<file path="config.mk">
export PLATFORM = sky130hd
export DESIGN_NAME = dprs_arb
export DESIGN_NICKNAME = d
export VERILOG_FILES = /design/src/rtl/dprs_arb_pkg.sv /design/src/rtl/dprs_arb.sv
export SDC_FILE = /design/constraint.sdc
export NUM_CORES = 1
export LEC_CHECK = 0
export BUFFER_PORTS_ARGS = -buffer_cell sky130_fd_sc_hd__buf_4
export CORE_AREA = 3 3 80 82
export CTS_CLUSTER_DIAMETER = 50
export DETAILED_ROUTE_END_ITERATION = 7
export DIE_AREA = 0 0 83 85
export GPL_TIMING_DRIVEN = 0
export PLACE_DENSITY = 0.76
export REMOVE_ABC_BUFFERS = 1
export SLEW_MARGIN = 20
export SYNTH_ARGS = -nofsm -noshare
export SYNTH_HDL_FRONTEND = slang
export SYNTH_SLANG_ARGS = --single-unit
export TNS_END_PERCENT = 100
</file>
<file path="constraint.sdc">
create_clock -name clock -period 3.8 [get_ports clock]
set_clock_uncertainty 0.15 [all_clocks]
set_input_delay 0 -clock clock [delete_from_list [all_inputs] [get_ports clock]]
set_output_delay 0 -clock clock [all_outputs]
set_load 0.02 [all_outputs]
</file>
<file path="src/rtl/dprs_arb_pkg.sv">
// Shared parameters for the dual-port read-sharing arbiter and its memory.
// Keeps the address-width derivation in one place so arbiter and memory agree.
package dprs_arb_pkg;

   localparam int unsigned KB_DEF     = 0;
   localparam int unsigned STARVE_DEF = 3;

   // KB == 0 selects the full 64 KiB address space.
   function automatic int unsigned addr_width(input int unsigned kb);
      return (kb == 0) ? 16 : $clog2(kb * 1024);
   endfunction

   function automatic int unsigned cnt_width(input int unsigned starve);
      return ($clog2(starve + 1) < 2) ? 2 : $clog2(starve + 1);
   endfunction

endpackage

</file>
<file path="src/rtl/dprs_arb.sv">
// Video/CPU arbiter for a shared 1R1W byte memory: combinational read grant with
// starvation override, registered write port and write-to-read forwarding.
module dprs_arb
   import dprs_arb_pkg::*;
#(
   parameter int unsigned KB     = KB_DEF,
   parameter int unsigned STARVE = STARVE_DEF,
   localparam int unsigned AW    = addr_width(KB),
   localparam int unsigned CW    = cnt_width(STARVE)
) (
   input  logic          clock,
   input  logic          reset,
   input  logic [AW-1:0] va,
   input  logic          vreq,
   output logic          vack,
   output logic          vvalid,
   output logic [7:0]    vq,
   input  logic [AW-1:0] ca,
   input  logic          creq,
   output logic          cack,
   output logic          cvalid,
   output logic [7:0]    cq,
   input  logic [AW-1:0] cwa,
   input  logic [7:0]    cd,
   input  logic          cw,
   output logic [AW-1:0] ma1,
   input  logic [7:0]    mq1,
   output logic [AW-1:0] ma2,
   output logic [7:0]    md2,
   output logic          mw2
);

   localparam logic [CW-1:0] StarveCnt = CW'(STARVE);

   logic [CW-1:0] cnt_q, cnt_d;
   logic [AW-1:0] ma1_q;
   logic          vvalid_q, cvalid_q;
   logic          mw2_q;
   logic [AW-1:0] ma2_q;
   logic [7:0]    md2_q;
   logic          fwd_q;
   logic [7:0]    fwd_data_q;
   logic          both, cpu_force, hazard;
   logic [7:0]    rdata;

   assign both      = vreq & creq;
   assign cpu_force = both & (cnt_q == StarveCnt);

   // Grants are gated by the reset level so they stay low throughout reset.
   assign vack = reset & vreq & ~cpu_force;
   assign cack = reset & creq & (~vreq | cpu_force);
   assign ma1  = !reset ? '0 : vack ? va : cack ? ca : ma1_q;

   always_comb begin
      cnt_d = cnt_q;
      if (cack) begin
         cnt_d = '0;
      end else if (both && vack) begin
         cnt_d = cnt_q + 1'b1;
      end
   end

   // A read hitting the write in flight would see stale mq1; latch md2 instead.
   assign hazard = (vack | cack) & mw2_q & (ma1 == ma2_q);

   always_ff @(posedge clock or negedge reset) begin
      if (!reset) begin
         cnt_q      <= '0;
         ma1_q      <= '0;
         vvalid_q   <= 1'b0;
         cvalid_q   <= 1'b0;
         mw2_q      <= 1'b0;
         ma2_q      <= '0;
         md2_q      <= '0;
         fwd_q      <= 1'b0;
         fwd_data_q <= '0;
      end else begin
         cnt_q    <= cnt_d;
         ma1_q    <= ma1;
         vvalid_q <= vack;
         cvalid_q <= cack;
         mw2_q    <= cw;
         ma2_q    <= cwa;
         md2_q    <= cd;
         fwd_q    <= hazard;
         if (hazard) begin
            fwd_data_q <= md2_q;
         end
      end
   end

   assign rdata  = fwd_q ? fwd_data_q : mq1;
   assign vq     = rdata;
   assign cq     = rdata;
   assign vvalid = vvalid_q;
   assign cvalid = cvalid_q;
   assign mw2    = mw2_q;
   assign ma2    = ma2_q;
   assign md2    = md2_q;

endmodule
</file>
==> results of run 1 <==
-- state kept, by name (all words and copies together) (netlist names) --
name        count
ma1_q          16
ma2            16
fwd_data_q      8
md2             8
cnt_q           2
cvalid          1
fwd_q           1
mw2             1
vvalid          1
-- cell type report --
| type | instances | area (sq um) |
|---|---|---|
| clock buffers | 6 | 82.6 |
| clock inverters | 2 | 17.5 |
| fillers | 457 | 1670 |
| inverters | 13 | 48.8 |
| multi-input cells | 148 | 1100 |
| flip-flops and latches | 54 | 1350 |
| well taps | 75 | 93.8 |
| repair buffers | 177 | 1450 |
-- kinds of logic after synthesis --
group | Yosys count | share of synthesized area, %
AOI/OAI and AO/OA | 50 | 14.5
xor gates and xnor gates | 1 | 0.334
adders and majority gates | 1 | 0.477
buffers and inverters | 30 | 6.58
DFF | 54 | 51.5
muxes | 28 | 11.6
and+or+nand+nor | 68 | 14.9
-- layout by cell type (no fill, tap or decap), types with 2 or more instances in the layout --
cell type      count
mux2i_1            8
mux2_2            20
inv_1             11
a211oi_1           7
clkbuf_8           6
or4_1              2
nor4_1             4
nor3_1            14
nor2_1            14
nor4_4             2
clkinv_4           2
a21oi_1            2
o21ai_0           11
a2111oi_0          2
a21o_1             3
and2b_1            2
o311ai_0           2
o22ai_1            4
nor2b_1            4
buf_4            129
dfrtp_1           54
dlygate4sd3_1     48
o221ai_1           7
nand2_1           13
nand2b_1           7
-- metrics by stage --
stage	utilization, %	std cells	hold WS, ns	setup slack (ns)
floorplan	-	215	-0.446	0.775
global placement	61.2	419	-0.0406	0.396
detailed placement	61.2	419	-0.0394	0.357
CTS	71.2	475	0.000410	0.356
global route	71.2	475	0.0162	0.142
finish	71.2	475	0.00306	0.318
-- how the worst max path moves through the flow --
stage	slack, ns	startpoint	to
finish	0.32	cnt_q[0]	fwd_data_q[4]
global route	0.14	cnt_q[0]	fwd_data_q[3]
CTS	0.36	cnt_q[0]	fwd_data_q[3]
detailed placement	0.36	cnt_q[0]	fwd_data_q[4]
global placement	0.40	cnt_q[0]	fwd_data_q[1]
floorplan	0.77	cnt_q[0]	fwd_data_q[0]
-- worst max-delay path, cell delays in order (launching register included) --
cell,delay (ns)
dfrtp_1,0.41
ha_1,0.22
nand2b_1,0.54
nand2_2,0.39
o221ai_1,0.23
a2111o_1,0.51
nor4_4,0.36
nand4_4,0.22
mux2_2,0.33
-- power by group through the flow --
| stage | clock, mW | sequential (mW) | combinational (mW) |
|---|---|---|---|
| finish | 0.343 | 0.626 | 0.362 |
| global route | 0.373 | 0.630 | 0.388 |
| CTS | 0.352 | 0.626 | 0.360 |
| detailed placement | 0 | 0.637 | 0.317 |
| global placement | 0 | 0.635 | 0.312 |
| floorplan | 0 | 0.650 | 0.137 |
-- metal layers --
layer  up-vias  part of all wire, %  global-route usage, %
li1       1180                    -                      -
met1      1157                   41                   29.5
met2       114                   51                   38.3
met3        10                  7.2                   4.27
met4         0                  1.4                   6.24
met5         -                    0                      0
-- what timing repair did --
item | CTS | global route
resized for setup | 0 | 0
hold buffers | 48 | 0
hold endpoints to repair | 95 | 0
==> impl_metrics.json, run 1 <==
{
  "outcome": "finished, final reports clean",
  "syn_area_per_cell_sq_um": 11.3,
  "period_share_pct": 91.6,
  "setup_violations": 0,
  "hold_depth": 4,
  "power.internal_mw": 0.934,
  "synthTopCellsByArea": "dfrtp_1 52%, mux2_2 8.6%, mux2i_1 3.1%",
  "drive_gt1_share_pct": 41.3,
  "die_area_sq_um": 7060,
  "cp.arrival_ns": 3.54,
  "syn-cell-area_sq_um": 2620,
  "cts-root-buf": "clkbuf_8",
  "critPathMaxFanout": 18,
  "drcViolationCount": 0,
  "yosysSeqAreaShare_pct": 51.5,
  "ys_top_cells_by_count": "54 x dfrtp_1, 20 x mux2_2, 14 x nor2_1, 14 x nor3_1, 13 x nand2_1",
  "routabilityCongestion": 0.830,
  "place_hpwl_microns": 5730,
  "hp-class": "input port to register",
  "synth_top_area_share_pct": 51.5,
  "ys_ff_latch": 54,
  "ys_types": 48,
  "critPathCaptureType": "register",
  "path_clk_slew_ns": 0.10,
  "place_area_sq_um": 3560,
  "worst_pin_slew_ns": 0.977,
  "routed_wl_microns": 8100,
  "p_switching_mw": 0.397,
  "start_kind": "register",
  "htreeDepth": 2,
  "grt-ovfl-total": 0,
  "tritoncts": "done",
  "r2r_slack_ns": 0.32,
  "diodes": 0,
  "ir_drop_mv": 0.235,
  "synth_edf_count": 0,
  "viasPerCell": 5.18,
  "r2r_cells": 8,
  "cp.required_ns": 3.86,
  "core_area_sq_um": 5820,
  "clkPwrFrac_pct": 25.8,
  "cts_setup_buffers": 0,
  "final_area_sq_um": 4140,
  "p_per_area_nw_per_um2": 321,
  "vias": 2461,
  "holdCritStartpoint": "va[15]",
  "period_needed_ns": 3.48,
  "swShare_pct": 29.8,
  "start_util_pct": 45.1,
  "post_drt_wl_per_cell_microns": 17.0,
  "portBuffers": 129,
  "timing.rr.end": "fwd_data_q[4]",
  "clock_latency_ns": 0.31,
  "rows": 28,
  "die_w_microns": 83,
  "first_pass_iters": 4,
  "combPwrFrac_pct": 27.2,
  "numCtsBuffers": 5,
  "synth_most_common_cell": "dfrtp_1",
  "ios": 130,
  "yosys.area.top_type": "dfrtp_1",
  "syn_inst": 232,
  "cts.path.max_buffers": 2,
  "ys_warn_count": 0,
  "synthFlopType": "dfrtp_1",
  "tns_ns": 0,
  "holdPathEnd": "ma1_q[15]",
  "slew_violations": 0,
  "area_growth_pct": 57.9,
  "slew_headroom_pct": 34.7,
  "grt_max_degree": 71,
  "grt_pass1_vias": 2593,
  "power_frac_seq_pct": 47.0,
  "grt_usage_pct": 22.5,
  "fp.dieH_microns": 85,
  "final_hold_viol_count": 0,
  "async_reset_ff_share_pct": 100,
  "clock_sinks": 54,
  "p_leak_nw": 2.02,
  "max_freq_mhz": 287,
  "antenna_left": 0,
  "final_nets": 469,
  "cap_violations": 0,
  "r2r_start": "cnt_q[0]",
  "rsz0062_at_grt": "false",
  "path_class": "register to register",
  "drt_iter0_markers": 115,
  "antenna_found_initial": 0,
  "grt_pass1_wl_microns": 12800,
  "power_mw": 1.33
}
Power figures use the tool's default switching activity.
==> run 2: changes to the inputs <==
--- a/config.mk
+++ b/config.mk
@@ -12,8 +12,8 @@
 export DIE_AREA = 0 0 83 85
 export GPL_TIMING_DRIVEN = 0
 export PLACE_DENSITY = 0.76
+export RECOVER_POWER = 100
 export REMOVE_ABC_BUFFERS = 1
-export SLEW_MARGIN = 20
 export SYNTH_ARGS = -nofsm -noshare
 export SYNTH_HDL_FRONTEND = slang
 export SYNTH_SLANG_ARGS = --single-unit
==> constraint.sdc (replaced) <==
create_clock -name clock -period 3.65 [get_ports clock]
set_clock_uncertainty 0.15 [all_clocks]
set_input_delay 0 -clock clock [delete_from_list [all_inputs] [get_ports clock]]
set_output_delay 0 -clock clock [all_outputs]
set_load 0.02 [all_outputs]
==> run 2 against run 1 <==
Net effect:
- sequential share of layout area is 1.8 points higher
- utilization down 3.7 points
- sequential power up 4.0%
- combinational power is 5% lower
- cell count unchanged
- largest power group unchanged
==> impl_metrics.json, run 2 (same netlist as run 1, synthesis figures left out) <==
{
  "met1_usage_pct": 29.5,
  "drcViolationCount": 0,
  "critPathMaxFanout": 13,
  "numCtsBuffers": 5,
  "drt_iter0_markers": 165,
  "vias": 2456,
  "p_leak_nw": 1.80,
  "cp_slowest_stage_delay_ns": 0.80,
  "grt_use_met3_pct": 4.27,
  "grt_pass1_wl_microns": 12800,
  "routabilityCongestion": 0.830,
  "fp.dieH_microns": 85,
  "r2r_cells": 8,
  "clock_sinks": 54,
  "routed_wl_microns": 8010,
  "grt_pass1_vias": 2593,
  "cts.path.max_buffers": 2,
  "critPathCaptureType": "register",
  "final_nets": 469,
  "cp.required_ns": 3.70,
  "cts-root-buf": "clkbuf_8",
  "die_area_sq_um": 7060,
  "busiest_layer": "met2",
  "period_share_pct": 90.5,
  "crit_family": "simple AND/OR/NAND/NOR gates",
  "mostFrequentLayoutCells": "57 x clkbuf_1, 54 x dfrtp_1, 48 x dlygate4sd3_1, 47 x buf_4, 25 x clkbuf_4",
  "worst_pin_slew_ns": 1.03,
  "tns_ns": 0,
  "cp.arrival_ns": 3.35,
  "layoutNonFillerInstCount": 475,
  "final_hold_viol_count": 0,
  "crit_cells": 8,
  "setup.worst_path.start": "cnt_q[0]",
  "grt_util_met2_pct": 38.3,
  "hp-class": "input port to register",
  "place_inst": 419,
  "start_util_pct": 45.1,
  "setup_violations": 0,
  "antenna_found_initial": 0,
  "path_class": "register to register",
  "die_w_microns": 83,
  "fillers": 521,
  "slew_violations": 0,
  "final_common_cell": "clkbuf_1",
  "crit_buf_inv": 0,
  "grt-ovfl-total": 0,
  "htreeDepth": 2,
  "viasPerCell": 5.17,
  "grt_max_degree": 71,
  "diodes": 0,
  "r2r_start": "cnt_q[0]",
  "start_kind": "register",
  "area_growth_pct": 49.8,
  "post_drt_wl_per_cell_microns": 16.9,
  "endpoint": "fwd_data_q[4]",
  "p_per_area_nw_per_um2": 343,
  "path_clk_slew_ns": 0.10,
  "core_area_sq_um": 5820,
  "slowest_stage": "nor2b_1",
  "place_hpwl_microns": 5730,
  "tritoncts": "done",
  "timing.rr.end": "fwd_data_q[4]",
  "path_cells": "ha_1, nor2b_1, nor3_1, o21ai_0, o311ai_0, nor4_4, nand4_4, mux2_2",
  "ios": 130,
  "portBuffers": 129,
  "r2r_slack_ns": 0.35,
  "hold_depth": 4,
  "first_pass_iters": 4,
  "antenna_left": 0,
  "ir_drop_mv": 0.241,
  "grt_usage_pct": 22.5,
  "cap_violations": 0,
  "drive_gt1_share_pct": 26.3,
  "max_freq_mhz": 303,
  "outcome": "finished, final reports clean",
  "period_needed_ns": 3.30,
  "slew_headroom_pct": 31.4,
  "clock_latency_ns": 0.31,
  "rsz0062_at_grt": "false",
  "rows": 28
}
run 2: final cells by class:
class                   count  area, sq um  share of cell area, %
repair buffers            177         1230                   31.4
well taps                  75         93.8                   2.39
clock buffers               6         82.6                   2.10
clock inverters             2         17.5                  0.446
multi-input cells         148         1100                   28.0
flip-flops and latches     54         1350                   34.4
inverters                  13         48.8                   1.24
run 2: repair_timing:
action	CTS	global route
hold buffers	48	0
hold endpoints to repair	95	0
setup buffers	0	0
gates resized for setup	0	1
setup endpoints to repair	0	2
run 2: power breakdown:
part / switching [mW] / internal [mW] / leakage, nW
logic: 0.191 / 0.153 / 1.07
clock network: 0.196 / 0.156 / 0.0514
registers: 0.0205 / 0.631 / 0.678
total: 0.407 / 0.940 / 1.80
run 2: per-layer routing:
metal | up-vias | share of wire [%]
met1 | 1183 | 42
met4 | 0 | 1.4
met5 | - | 0
li1 | 1177 | -
met3 | 10 | 4.7
met2 | 86 | 52
run 2: worst min-delay path: cells and delay by family:
family	cells	cell delay, ns
AND/OR/NAND/NOR	1	0.07
AO/OA/AOI/OAI	1	0.20
buffers and inverters	2	0.16
run 2: how the worst min path moves through the flow:
stage                            to  slack (ns)  startpoint
after floorplan            cnt_q[0]       -0.45       reset
after CTS                  ma1_q[7]      0.0004       va[7]
after global placement       ma2[1]       -0.04      cwa[1]
after detailed placement    ma2[15]       -0.04     cwa[15]
final                     ma1_q[15]       0.005      va[15]
after global routing      ma1_q[15]        0.01      va[15]
run 2: metrics by stage:
step                      utilization (%)  power (mW)  cell area [sq um]  setup WS, ns  hold WS [ns]
final                                67.5        1.35               3930         0.346       0.00541
after global routing                 67.5        1.41               3930         0.117        0.0134
after CTS                            71.2        1.39               4140         0.206      0.000410
after detailed placement             61.2       0.994               3560         0.207       -0.0394
after global placement               61.2       0.986               3560         0.246       -0.0406
after floorplan                         -       0.819               2500         0.625        -0.446
